$ cat src/rtl/mixcolumns_serial.sv
// mixcolumns_serial
// AES MixColumns round stage, one 32-bit column per clock through a single
// combinational column multiplier. A full 128-bit state takes four cycles.
//
// Ports:
//   clk        rising-edge clock
//   rst_n      asynchronous active-low reset
//   start      one-cycle request; state_in/inverse/bypass sampled with it
//   state_in   128-bit input state, column c at [32c +: 32], row r at +8r
//   inverse    1 = InvMixColumns, 0 = MixColumns
//   bypass     1 = pass columns through unchanged (overrides inverse)
//   state_out  128-bit result, filled column 0..3; unfinished columns read 0
//   done       level, high from completion until the next accepted start
//   busy       high while columns are being processed
module mixcolumns_serial (
  input  logic         clk,
  input  logic         rst_n,
  input  logic         start,
  input  logic [127:0] state_in,
  input  logic         inverse,
  input  logic         bypass,
  output logic [127:0] state_out,
  output logic         done,
  output logic         busy
);

  typedef enum logic [0:0] {
    IDLE = 1'b0,
    RUN  = 1'b1
  } state_t;

  state_t         state_q, state_d;
  logic [1:0]     col_q, col_d;
  logic [127:0]   cap_q, cap_d;
  logic           inv_q, inv_d;
  logic           byp_q, byp_d;
  logic [127:0]   out_q, out_d;
  logic           done_q, done_d;
  logic           busy_q, busy_d;

  logic [31:0]    cur_col_s;
  logic [31:0]    res_col_s;

  // GF(2^8) multiply by 2 modulo x^8+x^4+x^3+x+1
  function automatic logic [7:0] xtime(input logic [7:0] x);
    xtime = {x[6:0], 1'b0} ^ (x[7] ? 8'h1b : 8'h00);
  endfunction

  // Forward column map, coefficients 02/03/01/01 rotating per row
  function automatic logic [31:0] mix_fwd(input logic [31:0] c);
    logic [7:0] a0, a1, a2, a3;
    logic [7:0] d0, d1, d2, d3;
    a0 = c[7:0];   a1 = c[15:8];  a2 = c[23:16]; a3 = c[31:24];
    d0 = xtime(a0); d1 = xtime(a1); d2 = xtime(a2); d3 = xtime(a3);
    mix_fwd[7:0]   = d0 ^ (d1 ^ a1) ^ a2 ^ a3;
    mix_fwd[15:8]  = a0 ^ d1 ^ (d2 ^ a2) ^ a3;
    mix_fwd[23:16] = a0 ^ a1 ^ d2 ^ (d3 ^ a3);
    mix_fwd[31:24] = (d0 ^ a0) ^ a1 ^ a2 ^ d3;
  endfunction

  // Inverse column map, coefficients 0e/0b/0d/09 rotating per row.
  // Each byte is expanded once into x2/x4/x8 and the four products are
  // assembled from those: 09=8+1, 0b=8+2+1, 0d=8+4+1, 0e=8+4+2.
  function automatic logic [31:0] mix_inv(input logic [31:0] c);
    logic [7:0] a  [4];
    logic [7:0] m9 [4];
    logic [7:0] mb [4];
    logic [7:0] md [4];
    logic [7:0] me [4];
    logic [7:0] x2, x4, x8;
    for (int i = 0; i < 4; i++) begin
      a[i]  = c[8*i +: 8];
      x2    = xtime(a[i]);
      x4    = xtime(x2);
      x8    = xtime(x4);
      m9[i] = x8 ^ a[i];
      mb[i] = x8 ^ x2 ^ a[i];
      md[i] = x8 ^ x4 ^ a[i];
      me[i] = x8 ^ x4 ^ x2;
    end
    mix_inv[7:0]   = me[0] ^ mb[1] ^ md[2] ^ m9[3];
    mix_inv[15:8]  = m9[0] ^ me[1] ^ mb[2] ^ md[3];
    mix_inv[23:16] = md[0] ^ m9[1] ^ me[2] ^ mb[3];
    mix_inv[31:24] = mb[0] ^ md[1] ^ m9[2] ^ me[3];
  endfunction

  // Select the captured column addressed by the column counter
  always_comb begin
    cur_col_s = 32'h0000_0000;
    case (col_q)
      2'd0:    cur_col_s = cap_q[31:0];
      2'd1:    cur_col_s = cap_q[63:32];
      2'd2:    cur_col_s = cap_q[95:64];
      2'd3:    cur_col_s = cap_q[127:96];
      default: cur_col_s = 32'h0000_0000;
    endcase
  end

  // Single column multiplier; bypass takes priority over inverse
  always_comb begin
    res_col_s = cur_col_s;
    if (byp_q) begin
      res_col_s = cur_col_s;
    end else if (inv_q) begin
      res_col_s = mix_inv(cur_col_s);
    end else begin
      res_col_s = mix_fwd(cur_col_s);
    end
  end

  // Next-state and registered-output logic for the IDLE/RUN controller
  always_comb begin
    state_d = state_q;
    col_d   = col_q;
    cap_d   = cap_q;
    inv_d   = inv_q;
    byp_d   = byp_q;
    out_d   = out_q;
    done_d  = done_q;
    busy_d  = busy_q;
    case (state_q)
      IDLE: begin
        if (start) begin
          state_d = RUN;
          cap_d   = state_in;
          inv_d   = inverse;
          byp_d   = bypass;
          out_d   = 128'h0;
          done_d  = 1'b0;
          busy_d  = 1'b1;
          col_d   = 2'd0;
        end else begin
          state_d = IDLE;
        end
      end
      RUN: begin
        // start is deliberately not looked at here, including the final cycle
        out_d[{col_q, 5'd0} +: 32] = res_col_s;
        col_d = col_q + 2'd1;
        if (col_q == 2'd3) begin
          state_d = IDLE;
          done_d  = 1'b1;
          busy_d  = 1'b0;
        end else begin
          state_d = RUN;
        end
      end
      default: begin
        state_d = IDLE;
        busy_d  = 1'b0;
      end
    endcase
  end

  // State and datapath registers with asynchronous reset
  always_ff @(posedge clk or negedge rst_n) begin
    if (!rst_n) begin
      state_q <= IDLE;
      col_q   <= 2'd0;
      cap_q   <= 128'h0;
      inv_q   <= 1'b0;
      byp_q   <= 1'b0;
      out_q   <= 128'h0;
      done_q  <= 1'b0;
      busy_q  <= 1'b0;
    end else begin
      state_q <= state_d;
      col_q   <= col_d;
      cap_q   <= cap_d;
      inv_q   <= inv_d;
      byp_q   <= byp_d;
      out_q   <= out_d;
      done_q  <= done_d;
      busy_q  <= busy_d;
    end
  end

  assign state_out = out_q;
  assign done      = done_q;
  assign busy      = busy_q;

endmodule
$ cat config.mk
export PLATFORM = sky130hd
export DESIGN_NAME = mixcolumns_serial
export DESIGN_NICKNAME = d
export VERILOG_FILES = /design/src/rtl/mixcolumns_serial.sv
export SDC_FILE = /design/constraint.sdc
export NUM_CORES = 1
export LEC_CHECK = 0
export ABC_AREA = 1
export CAP_MARGIN = 20
export CORE_ASPECT_RATIO = 0.7
export CORE_MARGIN = 2
export CORE_UTILIZATION = 30
export DETAILED_ROUTE_END_ITERATION = 8
export RECOVER_POWER = 100
export SLEW_MARGIN = 0
export SYNTH_ARGS = -nofsm -noshare
export SYNTH_HDL_FRONTEND = slang
export SYNTH_SLANG_ARGS = --single-unit
export TNS_END_PERCENT = 1
$ cat constraint.sdc
create_clock -name clk -period 2.7 [get_ports clk]
set_input_delay 0.405 -clock clk [delete_from_list [all_inputs] [get_ports clk]]
set_output_delay 0.405 -clock clk [all_outputs]
set_load 0.02 [all_outputs]
# Yosys cells after proc, flatten, opt, wreduce, memory -nomap -nowiden
# Index checks and enable logic that the tools add are counted.
# word_totals
register_bits	263
in_bits	133
out_inout_bits	130
word_cells	114
# op_classes
add_sub_neg	2
eq_ne	5
n_shift	2
mux	29
bitwise	65
n_reduce_logical	3
# ops
op	n
$xor A8 B8 Y8	52
$pmux W128 S2	1
$bwmux W128	1
$mux W128	1
$pmux W32 S4	1
$shift A32 B9 Y128 const A	1
$shiftx A32 B9 Y128	1
$xor A8 B5 Y8	12
$mux W32	2
$mux W5	12
$neg A7 Y9	1
$mux W1	6
$pmux W1 S2	3
$eq A2 B2 Y1 const B	2
$pmux W2 S2	1
$reduce_and A2 Y1	2
$add A2 B1 Y2 const B	1
$eq A2 B1 Y1 const B	1
$logic_not A2 Y1	1
$mux W2	1
$ne A2 B1 Y1 const B	1
$ne A2 B2 Y1 const B	1
$not A1 Y1	1

# Depth between registers and ports, before layout
# logic_depth
depth_word	18
depth_mapped	26
depth_no_buf	23

# Worst setup path before layout
# Ideal clock, no wire load.
# synth_timing
kind	reg-to-reg
start	reg col_q[0]
end	reg out_q[116] (netlist: state_out[116])
setup_ns	0.119
arrival_ns	2.887
required_ns	2.581
setup_slack_ns	-0.306
stages_incl_launch_ff	24
path_buffers	3
synth_period_minus_slack_ns	3.006
path_cell_list	dfrtp_1 > clkbuf_1 > inv_1 > ha_1 > buf_6 > inv_6 > buf_12 > nand2_1 > o21ai_4 > inv_2 > nand2_1 > nand2_2 > xor2_1 > inv_1 > nand2_1 > nand2_1 > nand2_1 > nand2_1 > nand2_1 > nand3_1 > nand2_1 > nand2_1 > nand4_1 > nand2_1
# synth_between
elab_chain_cells	16
elab_cells_between_ends	88
classes_between	add/sub: 1; eq/ne: 3; shift: 2; mux: 17; bitwise: 64; reduce/logical: 1
# synth_rtl
item	line	source
start: declaration	33	logic [1:0] col_q, col_d;
start signal: assignment	168	col_q <= col_d;
$eq A2 B2 Y1, or another cell as far along	90	case (col_q)
$pmux W32 S4	90	
$xor A8 B5 Y8 or $mux W5 (tied branches) (2 in series)	46	xtime = {x[6:0], 1'b0} ^ (x[7] ? 8'h1b : 8'h00);
$mux W5 or $xor A8 B5 Y8 (tied branches)	46	
$xor A8 B5 Y8	46	
$xor A8 B8 Y8 (on tied branches)	78, 79, 77	
$xor A8 B8 Y8 (on tied branches)	79, 77, 78	
$xor A8 B8 Y8 (on tied branches) (3 in series)	n/a	
$mux W32	104	end else if (inv_q) begin
$mux W32	102	if (byp_q) begin
$shiftx A32 B9 Y128	138	out_d[{col_q, 5'd0} +: 32] = res_col_s;
$bwmux W128 *	138	
$pmux W128 S2 *	121	case (state_q)
end signal: assignment	172	out_q <= out_d;
end: declaration	37	logic [127:0] out_q, out_d;
# Mark *: on every way between the ends. The rest lies on a longest branch, timed or not.
# A chain may end at the register's enable or synchronous reset.

# Final worst setup path
# layout_timing
start	reg col_q[1]
end	reg out_q[101] (netlist: state_out[101])
# The elaborated chain is that of the path after synthesis.

==> flow_summary.html <==
<table>
<tr><th>Metric</th><th>Value</th></tr>
<tr><th colspan="2">Cells and area</th></tr>
<tr><td>Count of inserted antenna diode cells</td><td>0</td></tr>
<tr><td>Layout Area Growth over Synthesis</td><td>50.10%</td></tr>
<tr><td>Area taken by flip-flops and latches</td><td>6584 µm²</td></tr>
<tr><td>Fillcell total</td><td>5637</td></tr>
<tr><td>Post-layout net count</td><td>3205</td></tr>
<tr><td>Post-layout util</td><td>0.4565</td></tr>
<tr><td>Area of combinational cells with multiple inputs</td><td>10990 µm²</td></tr>
<tr><td>Share of post-route cells with drive strength above 1</td><td>0.2468</td></tr>
<tr><th colspan="2">Routing</th></tr>
<tr><td>Total detailed-routing wirelength</td><td>72830 µm</td></tr>
<tr><td>Iteration count of the initial detailed-routing pass</td><td>5</td></tr>
<tr><td>Drc violations</td><td>0</td></tr>
<tr><td>Wire length per cell after detailed routing</td><td>18.98 µm</td></tr>
<tr><td>Drt initial violations</td><td>1835</td></tr>
<tr><td>Number of nets still failing antenna checks after routing</td><td>0</td></tr>
<tr><td>Vias after detailed routing</td><td>18600</td></tr>
<tr><td>Number of vias per cell after detailed routing</td><td>4.847</td></tr>
<tr><th colspan="2">STA</th></tr>
<tr><td>Final Worst Setup Slack</td><td>-0.4158 ns</td></tr>
<tr><td>Setup TNS after final layout</td><td>-37.51 ns</td></tr>
<tr><td>Final Hold Fails</td><td>0</td></tr>
<tr><td>Endpoints failing setup</td><td>128</td></tr>
<tr><td>Final Cycle Share</td><td>1.154</td></tr>
<tr><td>Final critical path time including I/O delays and setup</td><td>3.116 ns</td></tr>
<tr><td>Clock Skew</td><td>0.02192 ns</td></tr>
<tr><td>Worst slew pin tran</td><td>1.746 ns</td></tr>
<tr><td>Fmax</td><td>320.9 MHz</td></tr>
<tr><td>Final Max Tran Viols</td><td>65</td></tr>
<tr><td>Normalized max-slew margin</td><td>-0.1639</td></tr>
<tr><td>Setup repair after global routing missed its margin</td><td>true</td></tr>
<tr><td>Worst hold slack</td><td>0.3591 ns</td></tr>
<tr><th colspan="2">Floorplan</th></tr>
<tr><td>Number of standard-cell rows in the floorplan</td><td>73</td></tr>
<tr><td>Ports</td><td>263</td></tr>
<tr><td>Total Die Area</td><td>59560 µm²</td></tr>
<tr><td>Die span in y</td><td>204.8 µm</td></tr>
<tr><td>Placeable Area</td><td>56810 µm²</td></tr>
<tr><td>Effective utilization at floorplan</td><td>0.3041</td></tr>
<tr><td>Horiz. Die Dim</td><td>290.8 µm</td></tr>
<tr><th colspan="2">Critical path</th></tr>
<tr><td>Logic depth of the worst register-to-register path</td><td>20</td></tr>
<tr><td>Worst reg2reg path startpoint</td><td>col_q[1]</td></tr>
<tr><td>Launch point of the worst path</td><td>col_q[1]</td></tr>
<tr><td>Kind of critical path</td><td>flip-flop to flip-flop</td></tr>
<tr><td>Last element of the critical path</td><td>state_out[101]</td></tr>
<tr><td>Signal arrival time at the worst endpoint</td><td>3.61 ns</td></tr>
<tr><td>Worst setup slack for register-to-register paths</td><td>-0.42 ns</td></tr>
<tr><td>Worst Path Required</td><td>3.20 ns</td></tr>
<tr><td>Critical register-to-register path endpoint</td><td>state_out[101]</td></tr>
<tr><td>Critical path launch point type</td><td>flip-flop</td></tr>
<tr><td>Worst-path fanout max</td><td>7</td></tr>
<tr><td>Kind of capture point of the worst setup path</td><td>flip-flop</td></tr>
<tr><th colspan="2">Global routing</th></tr>
<tr><td>Global route total overflow</td><td>0</td></tr>
<tr><td>GR peak layer</td><td>met2</td></tr>
<tr><td>GR Util met1</td><td>0.3436</td></tr>
<tr><td>Number of global-route vias before repair</td><td>17670</td></tr>
<tr><td>Overall global routing resource usage</td><td>0.2387</td></tr>
<tr><td>Antenna violations before repair</td><td>0</td></tr>
<tr><td>Global-route wire length before repair</td><td>108500 µm</td></tr>
<tr><td>Pin count of the biggest net entering global routing</td><td>138</td></tr>
<tr><td>Met2 global-route usage</td><td>0.3546</td></tr>
<tr><td>Met3 layer usage reported by global route</td><td>0.06238</td></tr>
<tr><th colspan="2">Logic synthesis</th></tr>
<tr><td>Seq/Total Area, Yosys</td><td>0.3809</td></tr>
<tr><td>Yosys cell types</td><td>44</td></tr>
<tr><td>Post-synth net total</td><td>2647</td></tr>
<tr><td>Post-Synth Simple-Gate Area</td><td>0.4065</td></tr>
<tr><td>Portion of netlist area occupied by mux cells</td><td>0</td></tr>
<tr><td>Ys Warns</td><td>0</td></tr>
<tr><td>Adder and majority gate portion of the synthesized area</td><td>0.005069</td></tr>
<tr><td>Number of register bits inferred by synthesis</td><td>263</td></tr>
<tr><td>Cell count after synthesis</td><td>2507</td></tr>
<tr><td>Summed instance area of the synthesized netlist</td><td>17280 µm²</td></tr>
<tr><td>Average size of a mapped cell</td><td>6.892 µm²</td></tr>
<tr><td>Area fraction in compound gates after synthesis</td><td>0.05308</td></tr>
<tr><td>Main combinational cell family by area after synthesis</td><td>simple AND/OR/NAND/NOR gates</td></tr>
<tr><td>Post-synthesis share of cell area spent on xor and xnor gates</td><td>0.09878</td></tr>
<tr><th colspan="2">Clock network</th></tr>
<tr><td>H-tree level count</td><td>1</td></tr>
<tr><td>Number of clock sinks</td><td>263</td></tr>
<tr><td>Root buffer selected by CTS</td><td>sky130_fd_sc_hd__clkbuf_16</td></tr>
<tr><td>Cts bufs inserted</td><td>28</td></tr>
<tr><td>TritonCTS clock tree</td><td>built</td></tr>
<tr><td>Clock transition at the registers of the reported paths</td><td>0.06 ns</td></tr>
<tr><td>Clk Latency, worst-skew pair</td><td>0.59 ns</td></tr>
<tr><td>Max Root-Sink Buffers</td><td>3</td></tr>
<tr><th colspan="2">Placed design</th></tr>
<tr><td>Port buffer count</td><td>262</td></tr>
<tr><td>Final weighted congestion in routability-driven placement</td><td>1.041</td></tr>
<tr><td>Detailed placer's ending HPWL</td><td>55340 µm</td></tr>
<tr><td>Post-Place Setup Slack</td><td>-0.5870 ns</td></tr>
<tr><th colspan="2">Hold path</th></tr>
<tr><td>Class of the tightest hold or removal check</td><td>input pin to flip-flop</td></tr>
<tr><th colspan="2">Flow run</th></tr>
<tr><td>Maxcap violations</td><td>1</td></tr>
<tr><th colspan="2">Run status</th></tr>
<tr><td>Violations in the final reports</td><td>max-capacitance violations, max-slew violations, negative setup slack</td></tr>
<tr><td>Outcome</td><td>complete, but fails checks</td></tr>
</table>
final cells by class:
cell class,instances,share of cell area
clock buffer,38,0.03117
clock inverter,14,0.008588
inverter,118,0.01790
multi-input combinational,2020,0.4238
sequential,263,0.2539
tap,750,0.03618
timing repair buffer,632,0.2280
timing repair inverter,2,0.0004825
cells in the mapped netlist (all sizes together):
cell type	instances	share of area
nand4	50	0.018
nor2	101	0.029
xor2	130	0.070
a21oi	32	0.010
clkbuf	62	0.013
buf	44	0.016
nand3b	5	0.0022
o21ai	71	0.026
o22ai	5	0.0037
clkinv	2	0.00043
o21bai	21	0.013
and3	2	0.00072
xnor2	55	0.028
nand2	1337	0.30
or2	13	0.0047
nor3	1	0.00029
ha	7	0.0051
inv	116	0.025
dfrtp	263	0.38
nand3	190	0.055
metrics by stage:
stage	cell area, µm²	cells
2_1_floorplan	17370	2507
3_3_place_gp	23200	3740
3_5_place_dp	23200	3740
4_1_cts	25110	3811
5_1_grt	25930	3837
6_report	25930	3837
worst min-delay path by stage:
stage | from | end | slack [ns] | depth (start not counted)
final | state_in[45] | cap_q[45] | 0.36 | 3
after detailed placement | rst_n | state_out[125] | 0.41 | 1
after CTS | state_in[45] | cap_q[45] | 0.34 | 3
after global routing | state_in[79] | cap_q[79] | 0.37 | 3
after floorplan | rst_n | busy | 0.11 | 0
after global placement | rst_n | state_out[125] | 0.41 | 1
cell families (layout without fill, tap and decap cells):
| kind of cell | after synthesis | count (layout) |
|---|---|---|
| AOI/OAI and AO/OA | 129 | 129 |
| adders and majority gates | 7 | 7 |
| buffers and inverters | 224 | 804 |
| DFF | 263 | 263 |
| xor gates and xnor gates | 185 | 185 |
| and+or+nand+nor | 1699 | 1699 |
metal layers:
metal | wire length, µm | up-vias
li1 | - | 8912
met1 | 32950 | 8789
met2 | 30730 | 786
met3 | 7161 | 112
met4 | 1978 | 0
met5 | 0 | -
critical path, cell delays in order (launching register included):
cell                       delay, ns
sky130_fd_sc_hd__dfrtp_2        0.45
sky130_fd_sc_hd__inv_2          0.10
sky130_fd_sc_hd__ha_4           0.21
sky130_fd_sc_hd__buf_4          0.26
sky130_fd_sc_hd__buf_4          0.17
sky130_fd_sc_hd__a21oi_1        0.06
sky130_fd_sc_hd__buf_4          0.14
sky130_fd_sc_hd__a21oi_2        0.13
sky130_fd_sc_hd__buf_4          0.18
sky130_fd_sc_hd__buf_4          0.12
sky130_fd_sc_hd__nand2_1        0.05
sky130_fd_sc_hd__nand2_1        0.13
sky130_fd_sc_hd__nand2_1        0.07
sky130_fd_sc_hd__nand2_1        0.17
sky130_fd_sc_hd__nand3b_1       0.16
sky130_fd_sc_hd__nand2_1        0.07
sky130_fd_sc_hd__nand2_1        0.06
sky130_fd_sc_hd__nand3_1        0.09
sky130_fd_sc_hd__nand2_2        0.11
sky130_fd_sc_hd__nand4_1        0.11
sky130_fd_sc_hd__o21ai_1        0.18
registers in the layout, summed over array words and instances, names as in the netlist:
signal	count
cap_q	128
done	1
col_q	2
busy	1
state_q	1
byp_q	1
inv_q	1
state_out	128
layout by cell type (no fill, tap or decap), types with 27 or more instances in the layout:
cell	count
sky130_fd_sc_hd__dfrtp_1	261
sky130_fd_sc_hd__nor2_1	49
sky130_fd_sc_hd__o21ai_0	28
sky130_fd_sc_hd__nor2_2	29
sky130_fd_sc_hd__nand2_2	118
sky130_fd_sc_hd__xor2_2	28
sky130_fd_sc_hd__clkdlybuf4s50_1	261
sky130_fd_sc_hd__xor2_1	93
sky130_fd_sc_hd__nand3_1	169
sky130_fd_sc_hd__xnor2_1	41
sky130_fd_sc_hd__o21ai_1	28
sky130_fd_sc_hd__nand2_4	34
sky130_fd_sc_hd__nand4_1	50
sky130_fd_sc_hd__clkbuf_16	31
sky130_fd_sc_hd__buf_4	303
sky130_fd_sc_hd__inv_1	107
sky130_fd_sc_hd__buf_6	27
sky130_fd_sc_hd__nand2_1	1184
repair_timing:
| item | CTS | global route |
|---|---|---|
| pin swaps | 37 | 77 |
| gates cloned | 4 | 3 |
| gates resized for setup | 159 | 156 |
| hold buffers | 1 | 0 |
| setup buffers | 14 | 23 |
| hold endpoints to repair | 57 | 0 |
| endpoints found under the setup margin | 128 | 128 |
Power is not shown: default switching activity piles up to over one toggle a cycle in this logic, so the estimate is an artifact.
